`src/rtl/serial_word_loader_pkg.sv`:
```
// -----------------------------------------------------------------------------
// serial_word_loader_pkg
// Shared definitions for the serial word loader: FSM state encoding, framing
// bytes, error codes and the running-checksum helper.
// Optional feature macro: SERIAL_LOADER_CHECKSUM_EN (adds the CSUM state).
// -----------------------------------------------------------------------------
package serial_word_loader_pkg;

    typedef enum logic [2:0] {
        ST_IDLE   = 3'd0,
        ST_LEN_HI = 3'd1,
        ST_LEN_LO = 3'd2,
        ST_DATA   = 3'd3,
`ifdef SERIAL_LOADER_CHECKSUM_EN
        ST_CSUM   = 3'd4,
`endif
        ST_DRAIN  = 3'd5,
        ST_REPORT = 3'd6,
        ST_RUN    = 3'd7
    } state_e;

    localparam logic [7:0] SYNC_BYTE = 8'hA5;
    localparam logic [7:0] ACK_BYTE  = 8'h06;
    localparam logic [7:0] NAK_BYTE  = 8'h15;

    localparam logic [1:0] ERR_NONE    = 2'd0;
    localparam logic [1:0] ERR_CSUM    = 2'd1;
    localparam logic [1:0] ERR_OVERRUN = 2'd2;
    localparam logic [1:0] ERR_TIMEOUT = 2'd3;

    // Modulo-256 accumulation of one frame byte into the running checksum.
    function automatic logic [7:0] sum8(input logic [7:0] acc, input logic [7:0] b);
        return acc + b;
    endfunction

endpackage

```
`src/rtl/serial_word_loader_byte_packer.sv`:
```
// -----------------------------------------------------------------------------
// loader_byte_packer
// Shifts received bytes (MSB first) into a WORD_WIDTH word. When the last byte
// of a word arrives, word_done_o pulses in that same cycle with the complete
// word on word_o, so the parent can register it on the following edge.
// Ports:
//   clk, reset_n   clock, asynchronous active-low reset
//   clr_i          drop any partially assembled word
//   byte_valid_i   byte_i carries a payload byte this cycle
//   byte_i         payload byte
//   word_o         assembled word (valid when word_done_o is high)
//   word_done_o    last byte of a word accepted this cycle
// -----------------------------------------------------------------------------
module loader_byte_packer
    import serial_word_loader_pkg::*;
#(
    parameter int WORD_WIDTH = 16
) (
    input  logic                  clk,
    input  logic                  reset_n,
    input  logic                  clr_i,
    input  logic                  byte_valid_i,
    input  logic [7:0]            byte_i,
    output logic [WORD_WIDTH-1:0] word_o,
    output logic                  word_done_o
);

    localparam int              BYTES    = WORD_WIDTH / 8;
    localparam logic [1:0]      LAST_IDX = 2'(BYTES - 1);

    logic [1:0]            idx_q, idx_d;
    logic [WORD_WIDTH-1:0] acc_q, acc_d;
    logic [WORD_WIDTH-1:0] shifted_s;

    // Next assembly value and word-complete detection.
    always_comb begin
        shifted_s   = (acc_q << 8) | WORD_WIDTH'(byte_i);
        idx_d       = idx_q;
        acc_d       = acc_q;
        word_done_o = 1'b0;
        if (clr_i) begin
            idx_d = 2'd0;
            acc_d = {WORD_WIDTH{1'b0}};
        end else if (byte_valid_i) begin
            if (idx_q == LAST_IDX) begin
                idx_d       = 2'd0;
                acc_d       = {WORD_WIDTH{1'b0}};
                word_done_o = 1'b1;
            end else begin
                idx_d = idx_q + 2'd1;
                acc_d = shifted_s;
            end
        end else begin
            idx_d = idx_q;
            acc_d = acc_q;
        end
    end

    assign word_o = shifted_s;

    // Assembly register and byte index.
    always_ff @(posedge clk or negedge reset_n) begin
        if (!reset_n) begin
            idx_q <= 2'd0;
            acc_q <= {WORD_WIDTH{1'b0}};
        end else begin
            idx_q <= idx_d;
            acc_q <= acc_d;
        end
    end

endmodule

```
`src/rtl/serial_word_loader.sv`:
```
// -----------------------------------------------------------------------------
// serial_word_loader
// Receives a framed ROM image over a UART byte stream and hands it word by
// word to a ROM loader, holding the CPU in reset until a run request.
// Frame: A5, count N (16b MSB first), N words (MSB first) [, checksum byte].
// Optional feature macro: SERIAL_LOADER_CHECKSUM_EN -- expect and check the
// trailing modulo-256 checksum of count and payload bytes.
// Ports:
//   clk, reset_n             clock, asynchronous active-low reset
//   rx_valid, rx_byte        received UART byte strobe and data
//   tx_ready, tx_start, tx_byte  ACK/NAK transmit handshake
//   loader_load              1 while loading (CPU held in reset)
//   loader_sck, loader_data, loader_ack  word handshake to the ROM loader
//   run_strobe               force-run request
//   keycode                  last byte received while running
//   loading_done             1 in RUN
//   error_code               sticky frame error (none/csum/overrun/timeout)
// -----------------------------------------------------------------------------
module serial_word_loader
    import serial_word_loader_pkg::*;
#(
    parameter int WORD_WIDTH     = 16,
    parameter int TIMEOUT_CYCLES = 2500000
) (
    input  logic                  clk,
    input  logic                  reset_n,
    input  logic                  rx_valid,
    input  logic [7:0]            rx_byte,
    input  logic                  tx_ready,
    output logic                  tx_start,
    output logic [7:0]            tx_byte,
    output logic                  loader_load,
    output logic                  loader_sck,
    output logic [WORD_WIDTH-1:0] loader_data,
    input  logic                  loader_ack,
    input  logic                  run_strobe,
    output logic [7:0]            keycode,
    output logic                  loading_done,
    output logic [1:0]            error_code
);

    localparam int             TMO_W    = $clog2(TIMEOUT_CYCLES + 1);
    localparam logic [TMO_W-1:0] TMO_LAST = TMO_W'(TIMEOUT_CYCLES - 1);
    localparam logic [TMO_W-1:0] TMO_MAX  = TMO_W'(TIMEOUT_CYCLES);

`ifdef SERIAL_LOADER_CHECKSUM_EN
    localparam state_e ST_AFTER_DATA = ST_CSUM;
`else
    localparam state_e ST_AFTER_DATA = ST_DRAIN;
`endif

    state_e                state_q;
    logic [15:0]           words_left_q;
    logic [TMO_W-1:0]      tmo_q, tmo_d;
    logic                  tx_start_q;
    logic [7:0]            tx_byte_q;
    logic                  loader_load_q;
    logic                  loader_sck_q;
    logic [WORD_WIDTH-1:0] loader_data_q;
    logic [7:0]            keycode_q;
    logic                  loading_done_q;
    logic [1:0]            error_q;

    logic                  pack_valid_s;
    logic                  pack_clr_s;
    logic                  word_done_s;
    logic [WORD_WIDTH-1:0] word_s;
    logic                  tmo_active_s;
    logic                  tmo_hit_s;
    logic                  frame_start_s;

    assign frame_start_s = (state_q == ST_IDLE) && rx_valid && (rx_byte == SYNC_BYTE);
    // run_strobe wins over a same-cycle byte, and leaving DATA drops a partial word.
    assign pack_valid_s  = rx_valid && !run_strobe && (state_q == ST_DATA);
    assign pack_clr_s    = run_strobe || (state_q != ST_DATA);

    loader_byte_packer #(
        .WORD_WIDTH (WORD_WIDTH)
    ) u_packer (
        .clk          (clk),
        .reset_n      (reset_n),
        .clr_i        (pack_clr_s),
        .byte_valid_i (pack_valid_s),
        .byte_i       (rx_byte),
        .word_o       (word_s),
        .word_done_o  (word_done_s)
    );

    // Inter-byte timeout: counts silent cycles inside a frame, saturating.
    always_comb begin
        case (state_q)
            ST_LEN_HI, ST_LEN_LO, ST_DATA: tmo_active_s = 1'b1;
`ifdef SERIAL_LOADER_CHECKSUM_EN
            ST_CSUM:                       tmo_active_s = 1'b1;
`endif
            default:                       tmo_active_s = 1'b0;
        endcase
        tmo_d     = tmo_q;
        tmo_hit_s = 1'b0;
        if (!tmo_active_s || rx_valid) begin
            tmo_d = {TMO_W{1'b0}};
        end else begin
            tmo_hit_s = (tmo_q == TMO_LAST);
            if (tmo_q != TMO_MAX) begin
                tmo_d = tmo_q + TMO_W'(1);
            end else begin
                tmo_d = tmo_q;
            end
        end
    end

`ifdef SERIAL_LOADER_CHECKSUM_EN
    logic [7:0] sum_q;
    logic       sum_en_s;

    assign sum_en_s = rx_valid && !run_strobe &&
                      ((state_q == ST_LEN_HI) || (state_q == ST_LEN_LO) || (state_q == ST_DATA));

    // Running checksum over count and payload bytes, restarted by each sync byte.
    always_ff @(posedge clk or negedge reset_n) begin
        if (!reset_n) begin
            sum_q <= 8'h00;
        end else if (frame_start_s) begin
            sum_q <= 8'h00;
        end else if (sum_en_s) begin
            sum_q <= sum8(sum_q, rx_byte);
        end else begin
            sum_q <= sum_q;
        end
    end
`endif

    // Main frame FSM with all registered outputs.
    always_ff @(posedge clk or negedge reset_n) begin
        if (!reset_n) begin
            state_q        <= ST_IDLE;
            words_left_q   <= 16'd0;
            tmo_q          <= {TMO_W{1'b0}};
            tx_start_q     <= 1'b0;
            tx_byte_q      <= 8'h00;
            loader_load_q  <= 1'b1;
            loader_sck_q   <= 1'b0;
            loader_data_q  <= {WORD_WIDTH{1'b0}};
            keycode_q      <= 8'h00;
            loading_done_q <= 1'b0;
            error_q        <= ERR_NONE;
        end else begin
            tx_start_q <= 1'b0;
            tmo_q      <= tmo_d;
            // Handshake: sck drops the cycle after ack is seen; a new word below may re-raise it.
            if (loader_sck_q && loader_ack) begin
                loader_sck_q <= 1'b0;
            end
            if (run_strobe) begin
                state_q        <= ST_RUN;
                loader_sck_q   <= 1'b0;
                loader_load_q  <= 1'b0;
                loading_done_q <= 1'b1;
            end else if (tmo_hit_s) begin
                error_q <= ERR_TIMEOUT;
                state_q <= ST_REPORT;
            end else begin
                case (state_q)
                    ST_IDLE: begin
                        if (frame_start_s) begin
                            error_q      <= ERR_NONE;
                            words_left_q <= 16'd0;
                            state_q      <= ST_LEN_HI;
                        end
                    end
                    ST_LEN_HI: begin
                        if (rx_valid) begin
                            words_left_q[15:8] <= rx_byte;
                            state_q            <= ST_LEN_LO;
                        end
                    end
                    ST_LEN_LO: begin
                        if (rx_valid) begin
                            words_left_q[7:0] <= rx_byte;
                            state_q <= ({words_left_q[15:8], rx_byte} == 16'd0) ? ST_AFTER_DATA : ST_DATA;
                        end
                    end
                    ST_DATA: begin
                        if (word_done_s) begin
                            // Previous word still unacknowledged: the loader is too slow.
                            if (loader_sck_q && !loader_ack) begin
                                error_q <= ERR_OVERRUN;
                                state_q <= ST_REPORT;
                            end else begin
                                loader_data_q <= word_s;
                                loader_sck_q  <= 1'b1;
                                words_left_q  <= words_left_q - 16'd1;
                                if (words_left_q == 16'd1) begin
                                    state_q <= ST_AFTER_DATA;
                                end
                            end
                        end
                    end
`ifdef SERIAL_LOADER_CHECKSUM_EN
                    ST_CSUM: begin
                        if (rx_valid) begin
                            if (rx_byte != sum_q) begin
                                error_q <= ERR_CSUM;
                            end
                            state_q <= ST_DRAIN;
                        end
                    end
`endif
                    ST_DRAIN: begin
                        if (!loader_sck_q) begin
                            state_q <= ST_REPORT;
                        end
                    end
                    ST_REPORT: begin
                        if (tx_ready) begin
                            tx_start_q <= 1'b1;
                            tx_byte_q  <= (error_q == ERR_NONE) ? ACK_BYTE : NAK_BYTE;
                            state_q    <= ST_IDLE;
                        end
                    end
                    ST_RUN: begin
                        if (rx_valid) begin
                            keycode_q <= rx_byte;
                        end
                    end
                    default: begin
                        state_q <= ST_IDLE;
                    end
                endcase
            end
        end
    end

    assign tx_start     = tx_start_q;
    assign tx_byte      = tx_byte_q;
    assign loader_load  = loader_load_q;
    assign loader_sck   = loader_sck_q;
    assign loader_data  = loader_data_q;
    assign keycode      = keycode_q;
    assign loading_done = loading_done_q;
    assign error_code   = error_q;

endmodule

```
`config.mk`:
```
export PLATFORM = sky130hd
export DESIGN_NAME = serial_word_loader
export DESIGN_NICKNAME = d
export VERILOG_FILES = /design/src/rtl/serial_word_loader_pkg.sv /design/src/rtl/serial_word_loader_byte_packer.sv /design/src/rtl/serial_word_loader.sv
export SDC_FILE = /design/constraint.sdc
export NUM_CORES = 1
export LEC_CHECK = 0
export CAP_MARGIN = 20
export CORE_ASPECT_RATIO = 1.75
export CORE_MARGIN = 4
export CORE_UTILIZATION = 51
export DETAILED_ROUTE_END_ITERATION = 6
export PLACE_DENSITY = 0.77
export REMOVE_ABC_BUFFERS = 1
export SYNTH_ARGS = -nofsm -noshare
export SYNTH_HDL_FRONTEND = slang
export SYNTH_SLANG_ARGS = --single-unit
```
`constraint.sdc`:
```
create_clock -name clk -period 1.8 [get_ports clk]
set_input_delay 0.45 -clock clk [delete_from_list [all_inputs] [get_ports clk]]
set_output_delay 0.45 -clock clk [all_outputs]
set_load 0.01 [all_outputs]
```
=== Word-level counts from Yosys, hierarchy flattened ===
Index checks and enable logic that the tools add are counted.

* $add $sub $neg: 3
* Eq/ne operators: 28
* Mux-type cells: 47
* Bitwise logic cells: 4
* Reduce and logical (&&, ||, !) cells: 27

{| class="wikitable"
|+ Operators by type and width
! kind !! count
|-
| 16-bit two-way mux || 3
|-
| 8-bit case mux with 3 select lines || 2
|-
| 22-bit two-way mux || 2
|-
| 3-bit two-way mux || 11
|-
| 8-bit two-way mux || 4
|-
| 22-bit by 1-bit adder with 22-bit output (second input constant) || 1
|-
| 22-bit == test (second input constant) || 1
|-
| 22-bit inequality test (second input constant) || 1
|-
| 3-bit case mux with 7 select lines || 1
|-
| 4-bit inequality test (second input constant) || 5
|-
| 16-bit by 1-bit == test with 1-bit output (second input constant) || 1
|-
| 16-bit logical NOT || 1
|-
| 16-bit by 8-bit bitwise OR with 16-bit output || 1
|-
| 16-bit by 1-bit subtractor with 16-bit output (second input constant) || 1
|-
| 1-bit two-way mux || 15
|-
| 2-bit two-way mux || 7
|-
| 7-bit AND reduction || 2
|-
| 5-bit AND reduction || 2
|-
| 3-bit == test (second input constant) || 3
|-
| 3-bit by 2-bit inequality test with 1-bit output (second input constant) || 3
|-
| 3-bit nonzero test || 3
|-
| 8-bit == test (second input constant) || 1
|-
| 2-bit inequality test (second input constant) || 4
|-
| 4-bit AND reduction || 2
|-
| 19 further kinds || 32
|}

* Register bits after elaboration: 89
* Input bits: 14
* Output and inout port bits: 38

=== Longest topological paths before layout ===
* Word-level depth: 9
* Mapped depth: 8
* Gate-level depth less buffers: 7

=== By module ===
Synthesis repeated with hierarchy kept, for this count alone.

* Cell total of the unflattened synthesis: 456
* Area total of the unflattened synthesis: 4560.6 um2

{| class="wikitable"
|+ Modules (own cells, without submodules)
! module !! instances !! cells an instance !! area each (um2) !! seq. area each (um2)
|-
| serial_word_loader || 1 || 404 || 4033.9 || 1853.0
|-
| loader_byte_packer || 1 || 52 || 526.8 || 250.2
|}

=== Worst setup path after synthesis ===
Ideal clock, no wire load.

* Kind: reg2reg
* From: register words_left_q[1]
* To: register state_q[2]
* Arrival: 1828 ps
* Data required time: 1713 ps
* Setup slack: -115 ps
* Cell stages (with the launch flop): 8
* Clock period less this slack: 1915 ps
* Cells stage by stage: dfrtp_1 > inv_1 > ha_1 > or4b_1 > nor4_4 > o22ai_2 > or3_1 > o211ai_1

* Word-level cells in the longest chain between the ends: 3

{| class="wikitable"
|+ Ends and longest elaborated chain
! item !! line !! source
|-
| start, declared || serial_word_loader.sv:53 || <nowiki>logic [15:0] words_left_q;</nowiki>
|-
| start signal, assigned || serial_word_loader.sv:179 || <nowiki>words_left_q[7:0] <= rx_byte;</nowiki>
|-
| start signal, assigned || serial_word_loader.sv:192 || <nowiki>words_left_q <= words_left_q - 16'd1;</nowiki>
|-
| 16-bit by 1-bit == test with 1-bit output || serial_word_loader.sv:193 || <nowiki>if (words_left_q == 16'd1) begin</nowiki>
|-
| 5-bit by 3-bit inequality test with 1-bit output (no line) || - ||
|-
| 8-bit AND reduction (no line) || - ||
|-
| end signal, assigned || serial_word_loader.sv:180 || <nowiki>state_q <= ({words_left_q[15:8], rx_byte} == 16'd0) ? ST_AFTER_DATA : ST_DATA;</nowiki>
|-
| end, declared || serial_word_loader.sv:52 || <nowiki>state_e state_q;</nowiki>
|}

Every way passes these cells.
A chain may end at the register's enable or synchronous reset.

=== Worst setup path in the final report ===
* From: register words_left_q[9]
* To: register state_q[2]

* Word-level cells in the longest chain between the ends: 6
* Elaborated cells between the ends (all ways): 9
* Classes of those cells: eq/ne: 2; mux: 5; reduce/logical: 2

{| class="wikitable"
|+ Ends and longest elaborated chain
! item !! line !! source
|-
| start signal, assigned || serial_word_loader.sv:173 || <nowiki>words_left_q[15:8] <= rx_byte;</nowiki>
|-
| start signal, assigned || serial_word_loader.sv:192 ||
|-
| 16-bit logical NOT || serial_word_loader.sv:180 ||
|-
| 3-bit two-way mux || serial_word_loader.sv:180 ||
|-
| 3-bit two-way mux || serial_word_loader.sv:178 || <nowiki>if (rx_valid) begin</nowiki>
|-
| 3-bit case mux with 7 select lines || serial_word_loader.sv:163 || <nowiki>case (state_q)</nowiki>
|-
| 3-bit two-way mux || serial_word_loader.sv:159 || <nowiki>end else if (tmo_hit_s) begin</nowiki>
|-
| 3-bit two-way mux || serial_word_loader.sv:154 || <nowiki>if (run_strobe) begin</nowiki>
|}

Parallel ways exist; a longest one is shown, timed or not. The select of a mux whose other input is x is not followed.

==> impl_results.md <==
- Outcome: finished with violations
- Failing checks: negative setup slack
- H-tree lvl count: 3
- Crit Path Category: register to register
- Dpl ws: -0.734 ns
- CTS tree: done
- Fraction of layout cells with a size suffix above 1: 0.371
- Initial antenna violation count: 0
- Synth Area in Compound Gates: 0.132
- Routed vias: 4067
- Antenna cells: 0
- Root Buffer: clkbuf_16
- DRT Pass-1 Iters: 5
- Slowest stage delay, CP: 0.59 ns
- Most numerous cell in the Yosys netlist: dfrtp_1
- VDD IR-drop max: 1050 uV
- Lkg Pwr: 0.00287 uW
- Layout Nets: 590
- Core box area: 8310 um2
- GRT Overall Usage: 0.272
- Met1 usage: 0.274
- Met2 Resource Use GR: 0.502
- GR peak layer: met2
- Cell Area, Synth: 4360 um2
- Initial core utilization: 0.524
- Synth top area share: 0.477
- Drt total wl: 13500 um
- Seq/Total Area, Yosys: 0.483
- Area Growth Syn to Fin: 48.1%
- CP max FO: 4
- RSZ-0062 raised after global routing: true
- Synth Area in Adders: 0.0115
- Final Cycle Share: 1.11
- Worst Setup End Kind: register
- DPL Wire Length: 9460 um
- Initial drt markers: 170
- Avg Cell Area, Syn: 10.5 um2
- Synth Register Bits: 84
- R2r setup slk: -0.20 ns
- Die area: 10100 um2
- Row count: 44
- Global-route wire length before repair: 21300 um
- Ys async rst share: 1.00
- MaxCap Viol Count: 0
- Area leader, netlist: dfrtp_1
- Final hold vios: 0
- Worst skew pair latency: 0.34 ns
- Setup Skew: 0.00830 ns
- Fin crit period: 2.00 ns
- Clk sinks: 84
- Max Freq: 499 MHz
- Slew @ Worst Pin: 0.494 ns
- Layout Cells excl Fill: 692
- Clock tree buffer depth: 2
- Setup Viol. Count Final: 13
- Power Dens Cells: 1380 nW/um2
- Critical path launch point type: register
- Cells after Synth: 415
- ANT nets after route: 0
- Ranking of synthesized cells by area: dfrtp_1 48%, mux2_2 6.5%, nor2_1 2.8%, o2bb2ai_1 2.4%, xor2_1 2.2%
- Post-synthesis simple-gate area fraction: 0.223
- Pins over their slew limit: 0
- Vias in the first global route: 4357
- Most used DFF post-synth: dfrtp_1
- Hold Slack: 0.0160 ns
- Ports: 52
- Post-synth top cells: 83 x dfrtp_1, 32 x nor2_1, 25 x mux2_2
- Placed insts: 668
- Grt ovf: 0
- Avg WL per Cell: 19.5 um
- Worst Path Required: 2.06 ns
- CP arrival: 2.26 ns
- Met3 usage: 0.0470
- DRC: 0
- Crit path max-delay family: simple AND/OR/NAND/NOR gates
- YS warnings: 0
- Setup slack after layout: -0.203 ns
- Distinct cells, synth: 64
- Die height: 130 um
- Multiplexer share of the synthesized area: 0.0764
- Slowest-stage cell, CP: or4_4
- Slew HR: 0.669
- Largest family of logic cells by synthesized area: simple AND/OR/NAND/NOR gates
- Setup TNS: -0.776 ns
- Worst path bufs/invs: 0
- Post-synthesis xor/xnor area fraction: 0.0382
- Final Wtd Congestion: 1.02
- Chain of cells forming the critical path: or4_4 > nor4_4 > o22ai_2 > or3_1 > o211ai_1
- EDFF count, synth: 0
- IO buf count: 47
- Final Core Density: 0.776
- Largest net degree at the start of global routing: 36
- Width of the die: 77.9 um
- Vias per cell: 5.88
- Clk slew on worst S/H paths: 0.06 ns
- Cts bufs inserted: 9
- Hold Path Class: input port to async pin
[metrics by stage]
step	power, uW	instance area [um2]
after floorplan	4230	4250
after global placement	6340	5780
after detailed placement	6430	5780
after CTS	8740	6320
after global routing	9370	6450
final	8920	6450
[cell type report]
type | instances | area (um2)
inverters | 10 | 37.5
repair buffers | 167 | 1460
multi-input cells | 300 | 2400
well taps | 115 | 144
clock inverters | 4 | 56.3
flip-flops and latches | 84 | 2100
clock buffers | 12 | 246
fillers | 552 | 1860
[cells in the final DEF, fill, tap and decap left out, types with 3 or more instances in the layout]
cell type and n:
a22o_1 8, a21oi_1 11, nand2_1 20, a21o_1 3, a31oi_1 3, xor2_1 11, o2111ai_2 3, nand3_1 13
o2bb2ai_1 11, nor2b_1 8, dlygate4sd2_1 4, buf_4 106, dfrtp_1 83, and3_1 3, inv_1 9, nor2_1 31
and4_1 5, o41ai_2 3, nor3_1 12, conb_1 4, o21ai_0 8, nor4_4 4, nand2b_1 6, clkdlybuf4s50_1 36
a22oi_1 5, mux2_2 25, nor3_2 3, nand4_1 13, buf_12 6, clkbuf_16 9, nor4_1 3, clkbuf_2 3
buf_6 8, and3b_1 4, mux2i_1 4, xnor2_1 8, or3_1 7
[routing by layer]
layer	routed length [um]	share of wire
met3	532	0.039
met5	0	0
met1	4690	0.35
met4	836	0.062
met2	7410	0.55
[cells by family after synthesis]
| family | Yosys count |
|---|---|
| simple gates | 166 |
| flops | 84 |
| compound gates | 77 |
| buf+inv | 34 |
| mux | 30 |
| xor+xnor | 19 |
| fa+ha+maj | 4 |
| other cells | 1 |
[report_power, final]
group          leakage (uW)  total [uW]  internal [uW]  switching [uW]
Combinational       0.00160        4540           2300            2240
Sequential          0.00112        2500           2240             266
Clock              0.000147        1880           1120             761
Total               0.00287        8920           5650            3270
[registers in the layout, indices dropped and copies added (netlist names)]
register,count
error_code,2
keycode,8
loader_data,16
loader_load,1
loader_sck,1
loading_done,1
state_q,3
tmo_q,22
tx_byte,3
tx_start,1
u_packer.acc_q,8
u_packer.idx_q,2
words_left_q,16
[path summary, 6_finish.rpt]
| kind | from | to | cells past startpoint |
|---|---|---|---|
| worst max-delay path | words_left_q[9] | state_q[2] | 5 |
| worst min register to register | loading_done | loading_done | 1 |
| max in group asynchronous | reset_n | loader_load | 2 |
| min in group clk | loading_done | loading_done | 1 |
| worst max register to register | words_left_q[9] | state_q[2] | 5 |
| worst min-delay path | reset_n | tmo_q[17] | 1 |
[what timing repair did]
action                     4_1_cts  5_1_grt
pin swaps                       18       17
hold buffers                     0        0
resized for setup               53       33
setup endpoints to repair       37       54
setup buffers                    4        3
cloned                           1        0
Power figures use the tool's default switching activity.
